File: src/rtl/cvw.sv
// Shared package for the MAC sequencer.
// Holds the sequencer state enum and the funct3 op encodings.
package cvw;

  typedef enum logic [1:0] {
    IDLE = 2'd0,
    RUN  = 2'd1,
    DONE = 2'd2
  } mac_state_t;

  localparam logic [2:0] MAC_OP_MAC = 3'b000;
  localparam logic [2:0] MAC_OP_CLR = 3'b001;
  localparam logic [2:0] MAC_OP_RD  = 3'b010;

endpackage

File: src/rtl/mac_acc.sv
// mac_acc: accumulator register plus its update adder.
// Build option: MAC_SATURATE_EN -> signed saturating add; otherwise wrap.
// Ports:
//   clk, reset  clock, synchronous active-high reset (acc -> 0)
//   clr_i       clear acc on the next edge
//   we_i        load acc with sum_o on the next edge
//   addend_i    value added to acc
//   acc_o       current acc
//   sum_o       acc + addend_i (wrapped or saturated)
module mac_acc import cvw::*; #(
  parameter int XLEN = 64
) (
  input  logic            clk,
  input  logic            reset,
  input  logic            clr_i,
  input  logic            we_i,
  input  logic [XLEN-1:0] addend_i,
  output logic [XLEN-1:0] acc_o,
  output logic [XLEN-1:0] sum_o
);

  logic [XLEN-1:0] acc_q, acc_d, sum_raw;

  assign sum_raw = acc_q + addend_i;

`ifdef MAC_SATURATE_EN
  logic ovf;
  // Overflow only when both operands share a sign and the sum flips it.
  assign ovf   = (acc_q[XLEN-1] == addend_i[XLEN-1]) && (sum_raw[XLEN-1] != acc_q[XLEN-1]);
  assign sum_o = !ovf           ? sum_raw :
                 acc_q[XLEN-1]  ? {1'b1, {(XLEN-1){1'b0}}} :
                                  {1'b0, {(XLEN-1){1'b1}}};
`else
  assign sum_o = sum_raw;
`endif

  always_comb begin
    acc_d = acc_q;
    if (clr_i)     acc_d = '0;
    else if (we_i) acc_d = sum_o;
  end

  always_ff @(posedge clk) begin
    if (reset) acc_q <= '0;
    else       acc_q <= acc_d;
  end

  assign acc_o = acc_q;

endmodule

File: src/rtl/mac_seq.sv
// mac_seq: multi-cycle multiply-accumulate unit for the Execute stage.
// A mac latches its operands in IDLE, walks ITER unsigned K-bit digits of B
// in RUN, then presents acc + A*B in DONE. clear/read finish in IDLE.
// Build option: MAC_SATURATE_EN (saturating acc update, see mac_acc).
// Ports:
//   clk, reset          clock, synchronous active-high reset
//   mac_validE          MAC instruction present in Execute
//   Funct3E             000 mac, 001 clear, 010 read (others read)
//   SrcAE, SrcBE        signed operands
//   StallE, FlushE      hazard-unit controls
//   MACStallE           structural stall request
//   MACDoneE            MACResultE valid this cycle
//   MACResultE          result to writeback
module mac_seq import cvw::*; #(
  parameter int XLEN = 64,
  parameter int ITER = 4
) (
  input  logic            clk,
  input  logic            reset,
  input  logic            mac_validE,
  input  logic [2:0]      Funct3E,
  input  logic [XLEN-1:0] SrcAE,
  input  logic [XLEN-1:0] SrcBE,
  input  logic            StallE,
  input  logic            FlushE,
  output logic            MACStallE,
  output logic            MACDoneE,
  output logic [XLEN-1:0] MACResultE
);

  localparam int K  = XLEN / ITER;
  localparam int KW = $clog2(K);
  localparam int CW = $clog2(ITER);
  localparam int SW = CW + KW;
  localparam logic [CW-1:0] LAST = CW'(ITER - 1);

  mac_state_t      state_q, state_d;
  logic [XLEN-1:0] a_q, a_d, b_q, b_d, part_q, part_d;
  logic [CW-1:0]   cnt_q, cnt_d;

  logic [SW-1:0]   shamt;
  logic [K-1:0]    digit;
  logic [XLEN-1:0] term, acc, acc_sum;
  logic            acc_clr, acc_we;

  // K is a power of two, so K*cnt is just cnt with KW zero bits appended.
  assign shamt = {cnt_q, {KW{1'b0}}};
  assign digit = K'(b_q >> shamt);
  // Digits are taken unsigned; B's sign correction is -A*2^XLEN, which is
  // zero modulo 2^XLEN, so the truncated sum already equals low(A*B).
  assign term  = (a_q * XLEN'(digit)) << shamt;

  // acc is committed only when DONE retires, so a flush in RUN or DONE
  // leaves it untouched; DONE shows the would-be value combinationally.
  mac_acc #(.XLEN(XLEN)) u_acc (
    .clk      (clk),
    .reset    (reset),
    .clr_i    (acc_clr),
    .we_i     (acc_we),
    .addend_i (part_q),
    .acc_o    (acc),
    .sum_o    (acc_sum)
  );

  always_comb begin
    state_d    = state_q;
    a_d        = a_q;
    b_d        = b_q;
    part_d     = part_q;
    cnt_d      = cnt_q;
    MACStallE  = 1'b0;
    MACDoneE   = 1'b0;
    MACResultE = '0;
    acc_clr    = 1'b0;
    acc_we     = 1'b0;
    if (reset) begin
      state_d = IDLE;
    end else begin
      unique case (state_q)
        IDLE: if (mac_validE && !FlushE) begin
          if (Funct3E == MAC_OP_MAC) begin
            state_d   = RUN;
            a_d       = SrcAE;
            b_d       = SrcBE;
            part_d    = '0;
            cnt_d     = '0;
            MACStallE = 1'b1;
          end else begin
            MACDoneE = 1'b1;
            if (Funct3E == MAC_OP_CLR) acc_clr = 1'b1;
            else                       MACResultE = acc;
          end
        end
        RUN: begin
          MACStallE = 1'b1;
          part_d    = part_q + term;
          cnt_d     = cnt_q + 1'b1;
          if (FlushE)             state_d = IDLE;
          else if (cnt_q == LAST) state_d = DONE;
        end
        DONE: begin
          if (FlushE) begin
            state_d = IDLE;
          end else begin
            MACDoneE   = 1'b1;
            MACResultE = acc_sum;
            if (!StallE) begin
              acc_we  = 1'b1;
              state_d = IDLE;
            end
          end
        end
        default: state_d = IDLE;
      endcase
    end
  end

  always_ff @(posedge clk) begin
    if (reset) begin
      state_q <= IDLE;
      a_q     <= '0;
      b_q     <= '0;
      part_q  <= '0;
      cnt_q   <= '0;
    end else begin
      state_q <= state_d;
      a_q     <= a_d;
      b_q     <= b_d;
      part_q  <= part_d;
      cnt_q   <= cnt_d;
    end
  end

endmodule
File: config.mk
export PLATFORM = sky130hd
export DESIGN_NAME = mac_seq
export DESIGN_NICKNAME = d
export VERILOG_FILES = /design/src/rtl/cvw.sv /design/src/rtl/mac_acc.sv /design/src/rtl/mac_seq.sv
export SDC_FILE = /design/constraint.sdc
export NUM_CORES = 2
export LEC_CHECK = 0
export CAP_MARGIN = 40
export CORE_MARGIN = 3
export CORE_UTILIZATION = 49
export DETAILED_ROUTE_END_ITERATION = 7
export PLACE_DENSITY = 0.75
export SYNTH_ARGS = -nofsm -noshare
export SYNTH_HDL_FRONTEND = slang
export SYNTH_SLANG_ARGS = --single-unit
export TNS_END_PERCENT = 10
File: constraint.sdc
create_clock -name clk -period 24.2 [get_ports clk]
set_input_delay 2.42 -clock clk [delete_from_list [all_inputs] [get_ports clk]]
set_output_delay 2.42 -clock clk [all_outputs]
set_load 0.05 [all_outputs]
# ---- After elaboration in Yosys (flattened, before gate mapping)
# Index checks and enable logic that the tools add are counted.
# Widths: inputs -> output; s select.
dict set report op_classes {
  mux 37
  n_shift 2
  n_reduce_logical 9
  addsub 3
  mul 1
  n_eq_ne 8
}
# operator count
set ops {}
lappend ops {{$mux 64} 7}
lappend ops {{$pmux 64 s2} 2}
lappend ops {{$add 64x64->64} 2}
lappend ops {{$mul 64x16->64} 1}
lappend ops {{$shl 64x6->64} 1}
lappend ops {{$shr 64x6->16} 1}
lappend ops {{$mux 1} 16}
lappend ops {{$mux 2} 8}
lappend ops {{$ne 3x3->1 const B} 2}
lappend ops {{$pmux 2 s3} 1}
lappend ops {{$reduce_and 3->1} 2}
lappend ops {{$eq 2x2->1 const B} 2}
lappend ops {{$ne 2x2->1 const B} 2}
lappend ops {{$pmux 1 s2} 2}
lappend ops {{$pmux 2 s2} 1}
lappend ops {{$reduce_and 4->1} 1}
lappend ops {{$eq 3x1->1 const B} 1}
lappend ops {{$logic_not 3->1} 1}
lappend ops {{$add 2x1->2 const B} 1}
lappend ops {{$eq 2x1->1 const B} 1}
lappend ops {{$logic_not 2->1} 1}
lappend ops {{$reduce_bool 2->1} 1}
lappend ops {{$reduce_or 2->1} 1}
lappend ops {{$logic_and 1x1->1} 1}
lappend ops {{$logic_not 1->1} 1}
dict set report totals {
  word_cells 66
  out_inout_bits 66
  register_bits 260
}

# ---- Depth between registers and ports, before layout
dict set report logic_depth {
  ltp_word 7
  ltp_mapped 44
}

# ---- By module
# Synthesis repeated with hierarchy kept, for this count alone.
dict set report hier_totals {
  hier_cells 5493
  area_unflattened_um2 44884.3
}
# mod n_inst cells_each area_per_inst_um2
set modules_own_cells {}
lappend modules_own_cells {mac_seq 1 4713 38737.2}
lappend modules_own_cells {mac_acc 1 780 6147.1}

# ---- Worst setup path before layout
# Ideal clock, no wire load.
dict set report synth_path {
  path_type {register to register}
  start {reg cnt_q[0]}
  end {reg part_q[63]}
  n_path_buf 5
  t_required_ns 24.086
  synth_period_minus_slack_ns 9.723
  path_stages_with_launch 44
  t_arrival_ns 9.609
  path_slack_ns 14.477
  path_cell_list {dfxtp_1 > buf_2 > buf_2 > mux4_2 > clkbuf_1 > clkbuf_1 > nand2_1 > fa_1 > inv_1 > fa_1 > inv_1 > fa_1 > inv_1 > fa_1 > fa_1 > inv_1 > fa_1 > inv_1 > [... 8 more ...] > o21bai_1 > xnor2_1 > mux2_2 > o22ai_1 > ha_1 > clkbuf_1 > a21oi_1 > o21ai_0 > a2111oi_0 > a2111oi_0 > o31a_1 > o21ai_1 > o21ai_1 > and4_1 > o22ai_1 > and3_1 > o31ai_1 > a21bo_1}
}
dict set report synth_via {
  elab_chain_len 5
}
# element line_no
set synth_rtl {}
lappend synth_rtl {{start: declaration} mac_seq.sv:39} ;# logic [CW-1:0] cnt_q, cnt_d;
lappend synth_rtl {{start signal: assignment} mac_seq.sv:130} ;# cnt_q <= cnt_d;
lappend synth_rtl {{$shr 64x6->16} mac_seq.sv:48} ;# assign digit = K'(b_q >> shamt);
lappend synth_rtl {{$mul 64x16->64} mac_seq.sv:51} ;# assign term = (a_q * XLEN'(digit)) << shamt;
lappend synth_rtl {{$shl 64x6->64 (*)} mac_seq.sv:51}
lappend synth_rtl {{$add 64x64->64 (*)} mac_seq.sv:96} ;# part_d = part_q + term;
lappend synth_rtl {{$pmux 64 s2 (*)} mac_seq.sv:79} ;# unique case (state_q)
lappend synth_rtl {{end signal: assignment} mac_seq.sv:129} ;# part_q <= part_d;
lappend synth_rtl {{end: declaration} mac_seq.sv:38} ;# logic [XLEN-1:0] a_q, a_d, b_q, b_d, part_q, part_d;
# Every way passes the cells marked *; elsewhere a longest branch is shown, timed or not.
# A chain may end at the register's enable or synchronous reset.

# ---- Worst setup path after layout
dict set report layout_path {
  start {reg cnt_q[1]}
  end {reg part_q[63]}
}
# The elaborated chain is that of the path after synthesis.

==> results by group <==
Floorplan
  • Die extent in y: 306 um
  • Starting Density: 49.6%
  • Core Area: 88800 sq um
  • Row count: 109
  • I/O Pins: 202
  • Die Area: 93600 sq um
  • Die width: 306 um

Routing
  • Routed WL: around 130000 um
  • DRT iter0 DRCs: roughly 3.1k
  • Routed len/inst: 19.6 um
  • DRC viols: 0
  • DR vias: 37.9k
  • Antenna violation net count after detailed routing: 0
  • Vias/cell: approximately 5.8
  • DRT Pass-1 Iters: 6

Synth
  • Compound-Gate Fraction of Synth Area: 14.1%
  • Main combinational cell family by area after synthesis: adder cells
  • Simple-Gate Fraction of Synth Area: a little under a fifth
  • Adder-Cell Fraction of Synth Area: 40.9%
  • Synth Area per Inst: between 8 and 9 sq um
  • XOR/XNOR share of the synthesized area: around 3.9%
  • Synth Register Bits: 260
  • Sequential fraction of the synthesis area: 11.8%
  • Syn_nets: 6548
  • Yosys Warn Count: 0
  • Ys async rst share: 0%
  • Synthesized cell area: 44100 sq um
  • Most used flip-flop cell after synthesis: dfxtp_1
  • Synth Instances: 5425
  • Mux contribution to synthesized area: 1.31%
  • Number of synthesized flops with an enable pin: 0
  • Distinct cells, synth: between 80 and 90

Place
  • Placed cell areas: approximately 47000 sq um
  • DPL Wire Length: 98300 um
  • Routability cong.: between 0.9 and 1
  • Port-buffer cells: between 200 and 250

Finish
  • Final layout net count: roughly 6.5k
  • Area Growth Syn to Fin: 8.34%
  • Share of cells above drive strength 1: 2.61%
  • Final core occ: 53.8%
  • Design area: 47800 sq um

Flow run
  • Max-cap viol count: 0

Worst setup path
  • CP max FO: between 50 and 60
  • Critical path class: flip-flop to flip-flop
  • Slowest stage cell, crit path: a2111oi_0
  • CP arrival: 12.17 ns
  • Worst setup SP type: flip-flop
  • Crit path capture type: flip-flop
  • Critical Path RT: 24.71 ns
  • CP peak stage delay: approximately 0.62 ns
  • Cell mode on critical path: fa_1

Timing
  • FMAX: 0.0858 GHz
  • RSZ-0062 raised after global routing: false
  • Setup_tns: 0 ns
  • Worst slew margin: 35.6%
  • Crit share post-route: about half
  • Final setup vio count: 0
  • Final Max Tran Viols: 0
  • Setup Skew: 0.0395 ns
  • Slew @ Worst Pin: 0.965 ns
  • Final hold vios: 0
  • Final Critical Period: 11.66 ns

Power
  • VDD IR max: approximately 0.00006 V
  • Lkg Pwr: 20.8 nW
  • Overall Power: 0.992 mW
  • PwrDens: ~21 nW/um^2

Clock network
  • Hold Buf Count CTS: 0
  • Clock Path Buffers: 3
  • CTS H-tree lvls: 1
  • Post-cts repair resize count: 0
  • Sinks on Clock Net: 260
  • Post-CTS Setup Inserts: 0
  • CTS tree: yes
  • Clock-pin slew on the worst setup and hold paths: 0.06 ns
  • Num CTS Buffers: 31
  • Worst skew pair latency: 0.65 ns
  • CTS root buf: clkbuf_16

Global routing
  • Largest net degree at the start of global routing: 89
  • Vias in the first global route: between 30k and 40k
  • Total track usage: roughly 28%
  • First-pass GRT wire length: 211000 um
  • GRT overflow: 0
  • Initial antenna violation count: 2

Min path
  • Hold Crit Class: flip-flop to flip-flop

Status
  • Status: finished, final reports clean
stage by stage:
stage          hold slack [ns]  std cells  worst slack [ns]
3_3_place_gp             0.441       6505             13.06
4_1_cts                  0.453       6565             12.75
5_1_grt                  0.475       6565             11.76
3_5_place_dp             0.445       6508             12.82
6_report                 0.453       6566             12.54
2_1_floorplan            0.433       5425             14.48
area by class of cell:
| type | count | area (sq um) |
|---|---|---|
| diodes | 1 | 2.50 |
| repair buffers | 240 | 2370 |
| clock inverters | 11 | 110 |
| inverters | 789 | 2960 |
| fillers | 8046 | 41000 |
| flip-flops and latches | 260 | 5210 |
| multi-input cells | 4054 | 34700 |
| well taps | 1165 | 1460 |
| clock buffers | 46 | 923 |
per-layer routing:
layer / vias to the layer above / track usage, % / wire [um]
met2: 1614 / 46.5 / 60400
met5: - / 0 / 29
met3: 269 / 4.93 / 11100
met1: 18945 / 37.4 / 53000
met4: 4 / 8.25 / 4290
li1: 17020 / - / -
synth_stat cells, types with 12 or more instances:
master	count	area share, %
nand2_1	1149	9.8
inv_1	787	6.7
fa_1	754	34
a21oi_1	393	4.5
and2_1	316	4.5
clkbuf_1	294	2.5
dfxtp_1	260	12
ha_1	233	6.6
nor2_1	210	1.8
xnor2_1	125	2.5
o21ai_0	110	1.2
a22oi_1	86	1.5
a21o_1	83	1.4
xor2_1	73	1.5
nand3_1	37	0.42
o21bai_1	36	0.61
o21ai_1	32	0.36
nand4_1	31	0.44
a211oi_1	27	0.46
a22o_1	27	0.54
a31oi_1	26	0.37
and3_1	21	0.30
buf_1	20	0.17
nand2b_1	19	0.27
nor3_1	19	0.22
o21a_1	18	0.31
mux4_2	17	0.87
o211ai_1	16	0.27
nor2b_1	15	0.21
mux2i_1	14	0.32
o22ai_1	14	0.20
o31ai_1	13	0.22
a221oi_1	12	0.24
worst max-delay path, delay by kind of cell (launching register included):
family / cells / cell delay (ns)
AOI/OAI and AO/OA: 17 / 3.99
xor gates and xnor gates: 1 / 0.30
adders and majority gates: 8 / 3.61
buffers and inverters: 6 / 1.44
DFF: 1 / 0.50
muxes: 2 / 0.55
and+or+nand+nor: 5 / 1.03
logic make-up (layout without fill, tap and decap cells):
| logic type | after synthesis | after routing |
|---|---|---|
| other | 0 | 1 |
| adders and majority gates | 987 | 987 |
| muxes | 36 | 36 |
| buffers and inverters | 1111 | 1086 |
| and+or+nand+nor | 1854 | 1854 |
| AOI/OAI and AO/OA | 979 | 979 |
| xor gates and xnor gates | 198 | 198 |
| DFF | 260 | 260 |
power breakdown:
group	leakage [nW]	internal [mW]	switching (mW)	total, mW
Sequential	2.10	0.431	0.00832	0.439
Clock	0.514	0.275	0.208	0.483
Combinational	18.2	0.0295	0.0403	0.0699
Total	20.8	0.736	0.256	0.992
layout by cell type (no fill, tap or decap), drive strengths merged, types with 143 or more instances in the layout:
| master | count |
|---|---|
| a21oi | 394 |
| and2 | 317 |
| clkdlybuf4s50 | 200 |
| dfxtp | 260 |
| fa | 754 |
| ha | 233 |
| inv | 791 |
| nand2 | 1149 |
| nor2 | 210 |
| o21ai | 143 |
path summary, 6_finish.rpt:
check | start | end | slack [ns] | cells past startpoint
setup / recovery | cnt_q[1]$_SDFFE_PP0P_ | part_q[63]$_SDFFE_PP0P_ | 12.54 | 39
hold / removal | b_q[52]$_SDFFE_PP0P_ | b_q[52]$_SDFFE_PP0P_ | 0.45 | 2
setup reg to reg | cnt_q[1]$_SDFFE_PP0P_ | part_q[63]$_SDFFE_PP0P_ | 12.54 | 39
hold reg to reg | b_q[52]$_SDFFE_PP0P_ | b_q[52]$_SDFFE_PP0P_ | 0.45 | 2
registers in the layout (all words and copies together) (netlist names):
register and count:
state_q 2, cnt_q 2, part_q 64, b_q 64, u_acc.acc_o 64, a_q 64
Power figures use the tool's default switching activity.
